## src/rtl/alarm_trigger_pkg.sv

```systemverilog
// Shared types and constants for the alarm trigger block.
package alarm_trigger_pkg;

    typedef enum logic [1:0] {
        IDLE   = 2'b00,
        RING   = 2'b01,
        SNOOZE = 2'b10
    } state_e;

    localparam int RING_S_DEF     = 60;
    localparam int SNOOZE_S_DEF   = 300;
    localparam int MAX_SNOOZE_DEF = 3;

    localparam int HL_W   = 2;
    localparam int HR_W   = 4;
    localparam int ML_W   = 3;
    localparam int MR_W   = 4;
    localparam int CNT_W  = 9;
    localparam int SCNT_W = 2;

endpackage

```

## src/rtl/alarm_trigger_if.sv

```systemverilog
// Time, alarm, button and alarm-status signals between the clock core and the alarm trigger.
interface alarm_trigger_if;
    import alarm_trigger_pkg::*;

    logic              tick_1hz;
    logic [HL_W-1:0]   cur_hours_left;
    logic [HR_W-1:0]   cur_hours_right;
    logic [ML_W-1:0]   cur_minutes_left;
    logic [MR_W-1:0]   cur_minutes_right;
    logic [HL_W-1:0]   al_hours_left;
    logic [HR_W-1:0]   al_hours_right;
    logic [ML_W-1:0]   al_minutes_left;
    logic [MR_W-1:0]   al_minutes_right;
    logic              alarm_on;
    logic              set_alarm_en;
    logic              stop_button;
    logic              snooze_button;
    logic              buzzer;
    logic              ringing;
    logic              snoozed;
    logic [SCNT_W-1:0] snooze_cnt;

    modport master (
        output tick_1hz, cur_hours_left, cur_hours_right, cur_minutes_left, cur_minutes_right,
               al_hours_left, al_hours_right, al_minutes_left, al_minutes_right,
               alarm_on, set_alarm_en, stop_button, snooze_button,
        input  buzzer, ringing, snoozed, snooze_cnt
    );

    modport slave (
        input  tick_1hz, cur_hours_left, cur_hours_right, cur_minutes_left, cur_minutes_right,
               al_hours_left, al_hours_right, al_minutes_left, al_minutes_right,
               alarm_on, set_alarm_en, stop_button, snooze_button,
        output buzzer, ringing, snoozed, snooze_cnt
    );

endinterface

```

## src/rtl/alarm_trigger_countdown.sv

```systemverilog
// Seconds down-counter: loads on request, decrements on tick, floors at 1; done = last tick.
module alarm_countdown
    import alarm_trigger_pkg::*;
(
    input  logic             clk,
    input  logic             rst,
    input  logic             load_i,
    input  logic [CNT_W-1:0] load_val_i,
    input  logic             tick_i,
    input  logic             en_i,
    output logic             done_o
);

    logic [CNT_W-1:0] cnt_q, cnt_d;

    always_comb begin
        cnt_d = cnt_q;
        if (load_i) begin
            cnt_d = load_val_i;
        end else if (en_i && tick_i && (cnt_q > 9'd1)) begin
            cnt_d = cnt_q - 9'd1;
        end
    end

    always_ff @(posedge clk or negedge rst) begin
        if (!rst) begin
            cnt_q <= '0;
        end else begin
            cnt_q <= cnt_d;
        end
    end

    assign done_o = (cnt_q == 9'd1) && tick_i;

endmodule

```

## src/rtl/alarm_trigger.sv

```systemverilog
// Alarm match detection, ring/snooze state machine and registered buzzer drive.
module alarm_trigger
    import alarm_trigger_pkg::*;
#(
    parameter int RING_S     = RING_S_DEF,
    parameter int SNOOZE_S   = SNOOZE_S_DEF,
    parameter int MAX_SNOOZE = MAX_SNOOZE_DEF
) (
    input  logic         clk,
    input  logic         rst,
    alarm_trigger_if.slave bus
);

    localparam logic [CNT_W-1:0]  RING_LOAD   = CNT_W'(RING_S);
    localparam logic [CNT_W-1:0]  SNOOZE_LOAD = CNT_W'(SNOOZE_S);
    localparam logic [SCNT_W:0]   MAX_SN      = (SCNT_W+1)'(MAX_SNOOZE);

    state_e            state_q, state_d;
    logic [SCNT_W-1:0] snooze_cnt_q, snooze_cnt_d;
    logic              beep_q, beep_d;
    logic              match_q;
    logic              armed_q;
    logic              buzzer_q;
    logic              match, trigger;
    logic              load;
    logic [CNT_W-1:0]  load_val;
    logic              done;

    assign match = (bus.cur_hours_left    == bus.al_hours_left)
                && (bus.cur_hours_right   == bus.al_hours_right)
                && (bus.cur_minutes_left  == bus.al_minutes_left)
                && (bus.cur_minutes_right == bus.al_minutes_right)
                && bus.alarm_on && !bus.set_alarm_en;

    // armed_q masks the first clock after reset so a match already present at release does not ring
    assign trigger = match && !match_q && armed_q;

    alarm_countdown u_countdown (
        .clk       (clk),
        .rst       (rst),
        .load_i    (load),
        .load_val_i(load_val),
        .tick_i    (bus.tick_1hz),
        .en_i      (state_q != IDLE),
        .done_o    (done)
    );

    always_comb begin
        state_d      = state_q;
        snooze_cnt_d = snooze_cnt_q;
        beep_d       = beep_q;
        load         = 1'b0;
        load_val     = RING_LOAD;
        if (!bus.alarm_on) begin
            state_d = IDLE;
        end else begin
            case (state_q)
                IDLE: begin
                    if (trigger) begin
                        state_d      = RING;
                        load         = 1'b1;
                        snooze_cnt_d = '0;
                        beep_d       = 1'b1;
                    end
                end
                RING: begin
                    if (bus.stop_button) begin
                        state_d = IDLE;
                    end else if (bus.snooze_button) begin
                        if ({1'b0, snooze_cnt_q} < MAX_SN) begin
                            state_d      = SNOOZE;
                            load         = 1'b1;
                            load_val     = SNOOZE_LOAD;
                            snooze_cnt_d = snooze_cnt_q + 2'd1;
                        end else begin
                            state_d = IDLE;
                        end
                    end else if (done) begin
                        state_d = IDLE;
                    end else if (bus.tick_1hz) begin
                        beep_d = !beep_q;
                    end
                end
                SNOOZE: begin
                    if (bus.stop_button) begin
                        state_d = IDLE;
                    end else if (done) begin
                        state_d = RING;
                        load    = 1'b1;
                        beep_d  = 1'b1;
                    end
                end
                default: state_d = IDLE;
            endcase
        end
    end

    always_ff @(posedge clk or negedge rst) begin
        if (!rst) begin
            state_q      <= IDLE;
            snooze_cnt_q <= '0;
            beep_q       <= 1'b0;
            match_q      <= 1'b0;
            armed_q      <= 1'b0;
            buzzer_q     <= 1'b0;
        end else begin
            state_q      <= state_d;
            snooze_cnt_q <= snooze_cnt_d;
            beep_q       <= beep_d;
            match_q      <= match;
            armed_q      <= 1'b1;
            buzzer_q     <= (state_q == RING) && beep_q;
        end
    end

    assign bus.ringing    = (state_q == RING);
    assign bus.snoozed    = (state_q == SNOOZE);
    assign bus.snooze_cnt = snooze_cnt_q;
    assign bus.buzzer     = buzzer_q;

endmodule

```

## src/flat_wrapper.sv

```systemverilog
// flat-port wrapper written by rule: the top's interface ports become plain ports
module alarm_trigger_flat import alarm_trigger_pkg::*;
#(
    parameter int RING_S     = RING_S_DEF,
    parameter int SNOOZE_S   = SNOOZE_S_DEF,
    parameter int MAX_SNOOZE = MAX_SNOOZE_DEF
)
  (clk, rst, bus_tick_1hz, bus_cur_hours_left, bus_cur_hours_right, bus_cur_minutes_left, bus_cur_minutes_right, bus_al_hours_left, bus_al_hours_right, bus_al_minutes_left, bus_al_minutes_right, bus_alarm_on, bus_set_alarm_en, bus_stop_button, bus_snooze_button, bus_buzzer, bus_ringing, bus_snoozed, bus_snooze_cnt);
  alarm_trigger_if bus_i ();
  input  logic clk;
  input  logic rst;
  input wire logic [$bits(bus_i.tick_1hz)-1:0] bus_tick_1hz;
  input wire logic [$bits(bus_i.cur_hours_left)-1:0] bus_cur_hours_left;
  input wire logic [$bits(bus_i.cur_hours_right)-1:0] bus_cur_hours_right;
  input wire logic [$bits(bus_i.cur_minutes_left)-1:0] bus_cur_minutes_left;
  input wire logic [$bits(bus_i.cur_minutes_right)-1:0] bus_cur_minutes_right;
  input wire logic [$bits(bus_i.al_hours_left)-1:0] bus_al_hours_left;
  input wire logic [$bits(bus_i.al_hours_right)-1:0] bus_al_hours_right;
  input wire logic [$bits(bus_i.al_minutes_left)-1:0] bus_al_minutes_left;
  input wire logic [$bits(bus_i.al_minutes_right)-1:0] bus_al_minutes_right;
  input wire logic [$bits(bus_i.alarm_on)-1:0] bus_alarm_on;
  input wire logic [$bits(bus_i.set_alarm_en)-1:0] bus_set_alarm_en;
  input wire logic [$bits(bus_i.stop_button)-1:0] bus_stop_button;
  input wire logic [$bits(bus_i.snooze_button)-1:0] bus_snooze_button;
  output wire logic [$bits(bus_i.buzzer)-1:0] bus_buzzer;
  output wire logic [$bits(bus_i.ringing)-1:0] bus_ringing;
  output wire logic [$bits(bus_i.snoozed)-1:0] bus_snoozed;
  output wire logic [$bits(bus_i.snooze_cnt)-1:0] bus_snooze_cnt;
  assign bus_i.tick_1hz = bus_tick_1hz;
  assign bus_i.cur_hours_left = bus_cur_hours_left;
  assign bus_i.cur_hours_right = bus_cur_hours_right;
  assign bus_i.cur_minutes_left = bus_cur_minutes_left;
  assign bus_i.cur_minutes_right = bus_cur_minutes_right;
  assign bus_i.al_hours_left = bus_al_hours_left;
  assign bus_i.al_hours_right = bus_al_hours_right;
  assign bus_i.al_minutes_left = bus_al_minutes_left;
  assign bus_i.al_minutes_right = bus_al_minutes_right;
  assign bus_i.alarm_on = bus_alarm_on;
  assign bus_i.set_alarm_en = bus_set_alarm_en;
  assign bus_i.stop_button = bus_stop_button;
  assign bus_i.snooze_button = bus_snooze_button;
  assign bus_buzzer = bus_i.buzzer;
  assign bus_ringing = bus_i.ringing;
  assign bus_snoozed = bus_i.snoozed;
  assign bus_snooze_cnt = bus_i.snooze_cnt;
  alarm_trigger #(.RING_S(RING_S), .SNOOZE_S(SNOOZE_S), .MAX_SNOOZE(MAX_SNOOZE)) u_core (.clk(clk), .rst(rst), .bus(bus_i));
endmodule
```

## config.mk

```make
export PLATFORM = sky130hd
export DESIGN_NAME = alarm_trigger_flat
export DESIGN_NICKNAME = d
export VERILOG_FILES = /design/src/rtl/alarm_trigger_pkg.sv /design/src/rtl/alarm_trigger_if.sv /design/src/rtl/alarm_trigger_countdown.sv /design/src/rtl/alarm_trigger.sv /design/src/flat_wrapper.sv
export SDC_FILE = /design/constraint.sdc
export NUM_CORES = 1
export LEC_CHECK = 0
export BUFFER_PORTS_ARGS = -buffer_cell sky130_fd_sc_hd__buf_2
export CAP_MARGIN = 20
export CORE_MARGIN = 10
export CORE_UTILIZATION = 50
export DETAILED_ROUTE_END_ITERATION = 12
export PLACE_DENSITY_LB_ADDON = 0.1
export SYNTH_ARGS = -nofsm -noshare
export SYNTH_HDL_FRONTEND = slang
export SYNTH_HIERARCHICAL = 1
export SYNTH_SLANG_ARGS = --single-unit
```

## constraint.sdc

```tcl
create_clock -name clk -period 3 [get_ports clk]
set_input_delay 0.15 -clock clk [delete_from_list [all_inputs] [get_ports clk]]
set_output_delay 0.15 -clock clk [all_outputs]
set_load 0.01 [all_outputs]
```

==> flow_metrics.tcl, run 1 <==
set metrics [dict create \
    status "completed" \
    critPathLaunchType "flop" \
    cts.hold.buffers_added 1 \
    antenna_found_initial 0 \
    critical-path-top-delay-family "simple AND/OR/NAND/NOR gates" \
    crit_path_max_fanout 7 \
    max_stage_delay_ns 0.45 \
    coreArea_mm2 0.002276 \
    grt_pass1_vias 1254 \
    syn_inst 139 \
    drt_iter0_markers 83 \
    utilization_pct 66.85 \
    ys_seq_area_share_pct 34.59 \
    synth_commonest_cells "17 x dfrtp_1, 11 x inv_1, 10 x nand2_1" \
    start_util_pct 54.04 \
    post_cts_buffers 0 \
    row_count 17 \
    setup_tns_ns 0 \
    synth.distinct_cells 48 \
    cp_data_required_time_ns 3.18 \
    ios 38 \
    syn-mean-instance-area_um2 8.848 \
    dr.pass1.iters 4 \
    ant_nets 0 \
    wl_per_cell_um 14.25 \
    drive_gt1_share_pct 28.34 \
    grt_pass1_wl_um 5195 \
    synth_warnings 6 \
    worst_setup_path_end_kind "flop" \
    slew_violations 0 \
    synth_top_area_share_pct 34.59 \
    hp-class "in2reg" \
    critical_path_arrival_ns 2.57 \
    cts_tree "done" \
    hold_ws_ns 0.1912 \
    setup_viol 0 \
    post-route-min-period_ns 2.382 \
    cts_buffers 3 \
    clkLatencyLatePin_ns 0.29 \
    crit_type "reg2reg" \
    gr-usage-all-layers_pct 12.45 \
    dpl.hpwl_um 2531 \
    die_x_um 69.60 \
    vias 1174 \
    gp_congestion 0.8944 \
    synthTopCellsByArea "dfrtp_1 35%, xor2_1 5.7%, mux2_2 3.7%" \
    hold_viol_final 0 \
    multi_input_area_um2 772.0 \
    path_cells "or2_1 > or3_1 > or3_4 > a31oi_1 > a211oi_1 > a221o_1" \
    peakVddDrop_v 0.0002580 \
    antenna_cells 0 \
    maxCapViolCount 0 \
    rsz0062_at_grt "false" \
    regArea_um2 425.4 \
    clk_pin_slew_ns 0.10 \
    synth.cell_area_mm2 0.001230 \
    port_buffers 37 \
    synthArstFlopShare_pct 100.0 \
    via_per_inst 5.460 \
    max_clock_freq_mhz 419.7 \
    die-height_um 69.60 \
    drc 0 \
    synth_seq_cells 17 \
    fin_nets 224 \
    critical_path_buf_inv_count 0 \
    cts_resized 0 \
    leakage_uw 0.0007400 \
    die_area_mm2 0.004843 \
    post-route-period-util_pct 79.42 \
    cp_slowest_cell "dfrtp_1" \
    skew_ns 0.001770 \
    cts-htree-levels 1 \
    synth.most_common_cell "dfrtp_1" \
    routed_wl_um 3064 \
    synth_top_area_cell "dfrtp_1" \
    clock_path_buffers 2 \
    syn2layout_area_growth_pct 23.70 \
    fill_cells 202 \
    clock_sinks 17 \
    cts-root-buf "clkbuf_4" \
    cellPowerDensity_mw_per_mm2 272.1 \
    synth_edf_count 0 \
    grt_overflow 0 \
    ys.flop_type "dfrtp_1" \
    grt_max_degree 18 \
]
-- placed cells by master (no fill, tap or decap), drive strengths merged, types with 2 or more instances in the layout --
| cell | instances |
|---|---|
| a21oi | 4 |
| a22oi | 2 |
| a31o | 2 |
| a31oi | 4 |
| buf | 40 |
| clkbuf | 3 |
| conb | 8 |
| dfrtp | 17 |
| ha | 3 |
| inv | 11 |
| mux2 | 4 |
| mux2i | 4 |
| nand2 | 10 |
| nand2b | 5 |
| nand3 | 4 |
| nand3b | 2 |
| nor2 | 7 |
| nor2b | 4 |
| nor3 | 5 |
| nor4 | 4 |
| nor4b | 2 |
| o21ai | 9 |
| or3 | 2 |
| or4 | 2 |
| xnor2 | 2 |
| xor2 | 8 |
-- worst register-to-register path, cell delays in order, from the launching register on --
cell,delay [ns]
dfrtp_1,0.45
or2_1,0.30
or3_1,0.38
or3_4,0.35
a31oi_1,0.37
a211oi_1,0.10
a221o_1,0.33
-- layout make-up --
type	count	area share (%)
Sequential cell	17	27.96
Inverter	11	2.714
Multi-Input combinational cell	114	50.74
Timing Repair Buffer	41	14.31
Clock inverter	1	0.4934
Tap cell	28	2.303
Clock buffer	3	1.480
-- routing by layer --
layer	track usage [%]	share of wire, %	vias up
li1	-	-	592
met1	13.95	43	536
met2	20.77	48	44
met3	5.849	8.2	2
met4	2.882	0.52	0
met5	0	0	-
-- path summary, 6_finish.rpt --
kind / start / end / slack (ns) / cells past startpoint
max in group asynchronous: rst / u_core/u_countdown/cnt_q[3]$_DFFE_PN0P_ / 2.43 / 2
worst min-delay path: bus_alarm_on / u_core/state_q[1]$_DFFE_PN0P_ / 0.19 / 2
worst min register to register: u_core/beep_q$_DFFE_PN0P_ / u_core/beep_q$_DFFE_PN0P_ / 0.54 / 1
worst max-delay path: u_core/state_q[1]$_DFFE_PN0P_ / u_core/u_countdown/cnt_q[8]$_DFFE_PN0P_ / 0.62 / 6
min in group asynchronous: rst / u_core/bus.buzzer$_DFF_PN0_ / 0.29 / 2
worst max register to register: u_core/state_q[1]$_DFFE_PN0P_ / u_core/u_countdown/cnt_q[8]$_DFFE_PN0P_ / 0.62 / 6
-- cell families after synthesis --
group | after synthesis | share of synthesized area, %
AOI/OAI and AO/OA | 31 | 16.58
xor gates and xnor gates | 10 | 7.122
adders and majority gates | 3 | 3.052
buffers and inverters | 14 | 4.475
DFF | 17 | 34.59
muxes | 8 | 6.917
other | 2 | 0.6106
and+or+nand+nor | 54 | 26.65
-- registers in the layout (all words and copies together), names as in the netlist --
signal	cells
u_core/match_q	1
u_core/bus.snooze_cnt	2
u_core/u_countdown/cnt_q	9
u_core/beep_q	1
u_core/state_q	2
u_core/armed_q	1
u_core/bus.buzzer	1
-- power by group --
group	switching [uW]	leakage [uW]	internal [uW]
Sequential	0.384	0.000225	230
Combinational	29.3	0.000501	28.9
Clock	74.9	0.0000139	50.7
Total	105	0.000740	309
-- through the flow --
step	instances	total power [uW]	area (um2)	setup WS, ns
6_report	215	414.1	1521	0.6175
5_1_grt	215	444.9	1521	0.4284
4_1_cts	215	421.6	1521	0.6035
3_5_place_dp	210	292.1	1481	0.6331
3_3_place_gp	210	289.0	1481	0.7137
2_1_floorplan	145	258.5	1252	0.7744
No activity file was read; power rests on OpenSTA's default activity.
==> run 2: changes to the inputs <==
--- a/config.mk
+++ b/config.mk
@@ -8,7 +8,7 @@
 export BUFFER_PORTS_ARGS = -buffer_cell sky130_fd_sc_hd__buf_2
 export CAP_MARGIN = 20
 export CORE_MARGIN = 10
-export CORE_UTILIZATION = 50
+export CORE_UTILIZATION = 46
 export DETAILED_ROUTE_END_ITERATION = 12
 export PLACE_DENSITY_LB_ADDON = 0.1
 export SYNTH_ARGS = -nofsm -noshare
==> constraint.sdc (replaced) <==
create_clock -name clk -period 2.05 [get_ports clk]
set_input_delay 0.1025 -clock clk [delete_from_list [all_inputs] [get_ports clk]]
set_output_delay 0.1025 -clock clk [all_outputs]
set_load 0.01 [all_outputs]
==> run 2 against run 1 <==
  * Final area rose by 6.2%
  * Critical path type unchanged
  * Count of clock-buffer cells in the layout stayed put
  * Highest routed layer unchanged
  * Wire length grew 4.8%
  * Fmax up 16%
  * Die area increased by 6.2%
==> flow_metrics.tcl, run 2 (same netlist as run 1, synthesis figures left out) <==
set metrics [dict create \
    status "completed" \
    max_clock_freq_mhz 488.1 \
    cts-root-buf "clkbuf_4" \
    drive_gt1_share_pct 33.33 \
    critPathLaunchType "flop" \
    vias 1226 \
    coreArea_mm2 0.002522 \
    slew_violations 0 \
    place_ws_ns -0.04306 \
    dp.cells 220 \
    dr.pass1.iters 4 \
    cellPowerDensity_mw_per_mm2 377.8 \
    gr-usage-all-layers_pct 12.70 \
    regMostFlops "u_core/u_countdown/cnt_q" \
    cp_data_required_time_ns 2.25 \
    clk_pin_slew_ns 0.11 \
    layout_commonest_cell "buf_2" \
    hold_viol_final 0 \
    peakVddDrop_v 0.0002729 \
    die_x_um 71.71 \
    setup_slack_ns 0.001362 \
    leakage_uw 0.0008057 \
    skew_ns 0.008613 \
    clkLatencyLatePin_ns 0.30 \
    clock_sinks 17 \
    seqPwrFrac_pct 55.2 \
    crit_type "reg2reg" \
    largest_reg_flops 9 \
    antenna_found_initial 0 \
    grt_overflow 0 \
    fill_cells 233 \
    cts-htree-levels 1 \
    intPower_uw 453.2 \
    antenna_cells 0 \
    fin_nets 235 \
    syn2layout_area_growth_pct 31.33 \
    hp-class "in2reg" \
    postPlaceCellArea_mm2 0.001549 \
    ant_nets 0 \
    grt_pass1_vias 1277 \
    drc 0 \
    wl_per_cell_um 14.09 \
    clock_path_buffers 2 \
    netSwitchingFraction_pct 25.73 \
    crit_path_max_fanout 6 \
    rsz0062_at_grt "true" \
    p_comb_share_pct 14.1 \
    start_util_pct 48.76 \
    post-route-min-period_ns 2.049 \
    cts_buffers 3 \
    dpl.hpwl_um 2585 \
    hold_ws_ns 0.1692 \
    setup_viol 0 \
    port_buffers 37 \
    cts_tree "done" \
    drt_iter0_markers 133 \
    worst_setup_path_end_kind "flop" \
    via_per_inst 5.377 \
    post-route-period-util_pct 99.93 \
    grt_pass1_wl_um 5464 \
    fin_area_mm2 0.001615 \
    ios 38 \
    switchingPower_uw 157.0 \
    mostFrequentLayoutCells "37 x buf_2, 17 x dfrtp_1, 14 x buf_4" \
    grt_max_degree 18 \
    row_count 18 \
    routed_wl_um 3212 \
    gp_congestion 0.9079 \
    pwr-share-clk_pct 30.7 \
    critical_path_arrival_ns 2.25 \
    maxCapViolCount 0 \
    die_area_mm2 0.005142 \
    die-height_um 71.71 \
    fin_cells 228 \
]
run 2: layout make-up:
| class | count | area [um2] | share of cell area [%] |
|---|---|---|---|
| multi-input cells | 114 | 783.3 | 48.49 |
| flip-flops and latches | 17 | 425.4 | 26.34 |
| repair buffers | 52 | 300.3 | 18.59 |
| inverters | 11 | 41.29 | 2.556 |
| well taps | 30 | 37.54 | 2.324 |
| clock buffers | 3 | 22.52 | 1.394 |
| clock inverters | 1 | 5.005 | 0.3098 |
run 2: layer usage:
metal | vias up | part of all wire [%] | track usage (%)
li1 | 613 | - | -
met1 | 583 | 44 | 14.55
met2 | 25 | 49 | 21.37
met3 | 5 | 5.6 | 3.857
met4 | 0 | 1.4 | 5.161
met5 | - | 0 | 0
run 2: worst paths after layout:
path / startpoint / end / slack [ns] / depth (start not counted)
max in group asynchronous: rst / u_core/u_countdown/cnt_q[0]$_DFFE_PN0P_ / 1.53 / 2
worst max register to register: u_core/state_q[0]$_DFFE_PN0P_ / u_core/u_countdown/cnt_q[8]$_DFFE_PN0P_ / 0.001 / 7
worst min-delay path: bus_cur_hours_right[0] / u_core/match_q$_DFF_PN0_ / 0.17 / 4
min in group asynchronous: rst / u_core/bus.snooze_cnt[0]$_DFFE_PN0P_ / 0.24 / 2
worst max-delay path: u_core/state_q[0]$_DFFE_PN0P_ / u_core/u_countdown/cnt_q[8]$_DFFE_PN0P_ / 0.001 / 7
worst min register to register: u_core/beep_q$_DFFE_PN0P_ / u_core/beep_q$_DFFE_PN0P_ / 0.54 / 1
run 2: power by group through the flow:
| stage | Combinational [uW] | Sequential [uW] | Clock, uW |
|---|---|---|---|
| 2_1_floorplan | 34.9 | 343 | 0 |
| 3_3_place_gp | 80.3 | 343 | 0 |
| 3_5_place_dp | 83.9 | 343 | 0 |
| 4_1_cts | 85.5 | 337 | 196 |
| 5_1_grt | 98.2 | 337 | 207 |
| 6_report | 86.1 | 337 | 187 |
run 2: what timing repair did:
| action | in CTS | in global routing |
|---|---|---|
| endpoints found under the hold margin | 17 | 0 |
| endpoints found under the setup margin | 2 | 9 |
| pin swaps | 4 | 3 |
| buffers inserted | 2 | 1 |
| hold buffers | 1 | 0 |
| resized for setup | 0 | 1 |
run 2: stage by stage:
stage / TNS, ns / util (%) / power (uW)
after detailed placement: -0.07081 / 61.41 / 427.4
after global routing: -0.2065 / 64.04 / 642.1
after CTS: -0.004998 / 63.49 / 619.0
after global placement: -0.02418 / 61.41 / 423.7
final: 0 / 64.04 / 610.2
after floorplan: -0.1345 / - / 378.4
run 2: critical path, stage by stage (launching register included):
cell	delay, ns
dfrtp_1	0.39
or2_1	0.24
or3_1	0.31
or3_4	0.33
a31oi_1	0.17
buf_4	0.16
a211oi_2	0.04
a221o_1	0.31
==> run 3: changes to the inputs <==
--- a/config.mk
+++ b/config.mk
@@ -11,6 +11,7 @@
 export CORE_UTILIZATION = 46
 export DETAILED_ROUTE_END_ITERATION = 12
 export PLACE_DENSITY_LB_ADDON = 0.1
+export SETUP_SLACK_MARGIN = 0.02
 export SYNTH_ARGS = -nofsm -noshare
 export SYNTH_HDL_FRONTEND = slang
 export SYNTH_HIERARCHICAL = 1
==> run 3 against run 2 <==
  * Cell count unchanged
  * Wire length about the same
  * Non-clock buffer count unchanged
  * Via count about the same
  * Register-to-register slack about the same
  * Hold slack unchanged
  * Setup slack about the same
  * Fmax unchanged
  * Critical path depth unchanged
  * Count of clock-buffer cells in the layout unchanged
  * Highest routed layer unchanged
==> flow_metrics.tcl, run 3 (same netlist as run 1, synthesis figures left out) <==
set metrics [dict create \
    clkLatencyLatePin_ns 0.30 \
    cp_data_required_time_ns 2.25 \
    drt_iter0_markers 138 \
    utilization_pct 64.04 \
    fin_nets 235 \
    slew_violations 0 \
    coreArea_mm2 0.002522 \
    ios 38 \
    clock_path_buffers 2 \
    die_area_mm2 0.005142 \
    cts-root-buf "clkbuf_4" \
    wl_per_cell_um 14.09 \
    critical_path_arrival_ns 2.25 \
    regMostFlops "u_core/u_countdown/cnt_q" \
    skew_ns 0.008613 \
    start_util_pct 48.76 \
    dr.pass1.iters 4 \
    place_ws_ns -0.04306 \
    row_count 18 \
    port_buffers 37 \
    crit_type "reg2reg" \
    antenna_cells 0 \
    hp-class "in2reg" \
    grt_overflow 0 \
    syn2layout_area_growth_pct 31.33 \
    status "completed" \
    setup_viol 0 \
    ant_nets 0 \
    cts_buffers 3 \
    maxCapViolCount 0 \
    drc 0 \
    antenna_found_initial 0 \
    grt_pass1_wl_um 5464 \
    drive_gt1_share_pct 33.33 \
    vias 1225 \
    routed_wl_um 3213 \
    peakVddDrop_v 0.0002729 \
    gr-usage-all-layers_pct 12.70 \
    fill_cells 233 \
    cts-htree-levels 1 \
    layout_commonest_cell "buf_2" \
    dpl.hpwl_um 2585 \
    critPathLaunchType "flop" \
    cellPowerDensity_mw_per_mm2 377.8 \
    mostFrequentLayoutCells "37 x buf_2, 17 x dfrtp_1, 14 x buf_4" \
    post-route-min-period_ns 2.049 \
    gp_congestion 0.9079 \
    max_clock_freq_mhz 488.1 \
    die_x_um 71.71 \
    dp.cells 220 \
    via_per_inst 5.373 \
    setup_slack_ns 0.001362 \
    cts_tree "done" \
    leakage_uw 0.0008057 \
    grt_max_degree 18 \
    rsz0062_at_grt "true" \
    largest_reg_flops 9 \
    crit_path_max_fanout 6 \
    post-route-period-util_pct 99.93 \
    worst_setup_path_end_kind "flop" \
    hold_viol_final 0 \
    die-height_um 71.71 \
    clk_pin_slew_ns 0.11 \
    fin_cells 228 \
    clock_sinks 17 \
    grt_pass1_vias 1277 \
]
-- run 3: per-stage QoR --
| step | total power (uW) | hold WS [ns] | area [um2] | TNS, ns |
|---|---|---|---|---|
| 2_1_floorplan | 378.4 | -0.1931 | 1264 | -0.1345 |
| 6_report | 610.2 | 0.1692 | 1615 | 0 |
| 4_1_cts | 619.0 | 0.1457 | 1602 | -0.004998 |
| 3_5_place_dp | 427.4 | 0.04869 | 1549 | -0.07081 |
| 3_3_place_gp | 423.7 | 0.04171 | 1549 | -0.02418 |
| 5_1_grt | 642.1 | 0.1933 | 1615 | -0.2065 |
-- run 3: where the power goes --
part | switching [uW] | total (uW) | internal, uW
sequential | 0.606 | 337 | 336
clock | 114 | 187 | 72.9
combinational | 42.1 | 86.1 | 44.0
total | 157 | 610 | 453
-- run 3: critical path: stages, from the launching register on --
cell      delay (ns)
dfrtp_1         0.39
or2_1           0.24
or3_1           0.31
or3_4           0.33
a31oi_1         0.17
buf_4           0.16
a211oi_2        0.04
a221o_1         0.31
-- run 3: path summary, 6_finish.rpt --
path | from | endpoint | slack [ns] | cells past startpoint
worst max-delay path | u_core/state_q[0]$_DFFE_PN0P_ | u_core/u_countdown/cnt_q[8]$_DFFE_PN0P_ | 0.001 | 7
worst min-delay path | bus_cur_hours_right[0] | u_core/match_q$_DFF_PN0_ | 0.17 | 4
worst max register to register | u_core/state_q[0]$_DFFE_PN0P_ | u_core/u_countdown/cnt_q[8]$_DFFE_PN0P_ | 0.001 | 7
worst min register to register | u_core/beep_q$_DFFE_PN0P_ | u_core/beep_q$_DFFE_PN0P_ | 0.54 | 1
max in group asynchronous | rst | u_core/u_countdown/cnt_q[0]$_DFFE_PN0P_ | 1.53 | 2
min in group asynchronous | rst | u_core/bus.snooze_cnt[0]$_DFFE_PN0P_ | 0.24 | 2
-- run 3: area by class of cell --
type | instances | area, um2 | share of cell area [%]
Tap cell | 30 | 37.54 | 2.324
Timing Repair Buffer | 52 | 300.3 | 18.59
Clock inverter | 1 | 5.005 | 0.3098
Clock buffer | 3 | 22.52 | 1.394
Multi-Input combinational cell | 114 | 783.3 | 48.49
Inverter | 11 | 41.29 | 2.556
Sequential cell | 17 | 425.4 | 26.34
-- run 3: what timing repair did --
action,4_1_cts,5_1_grt
setup endpoints to repair,4,9
hold buffers,1,0
hold endpoints to repair,17,0
resized for setup,0,1
pin swaps,4,3
buffers inserted,2,1
-- run 3: routing by layer --
| metal | GRT usage, % | vias up | routed length, um |
|---|---|---|---|
| met5 | 0 | - | 0 |
| met4 | 5.161 | 0 | 46 |
| met3 | 3.857 | 5 | 181 |
| met2 | 21.37 | 25 | 1570 |
| met1 | 14.55 | 582 | 1415 |
| li1 | - | 613 | - |
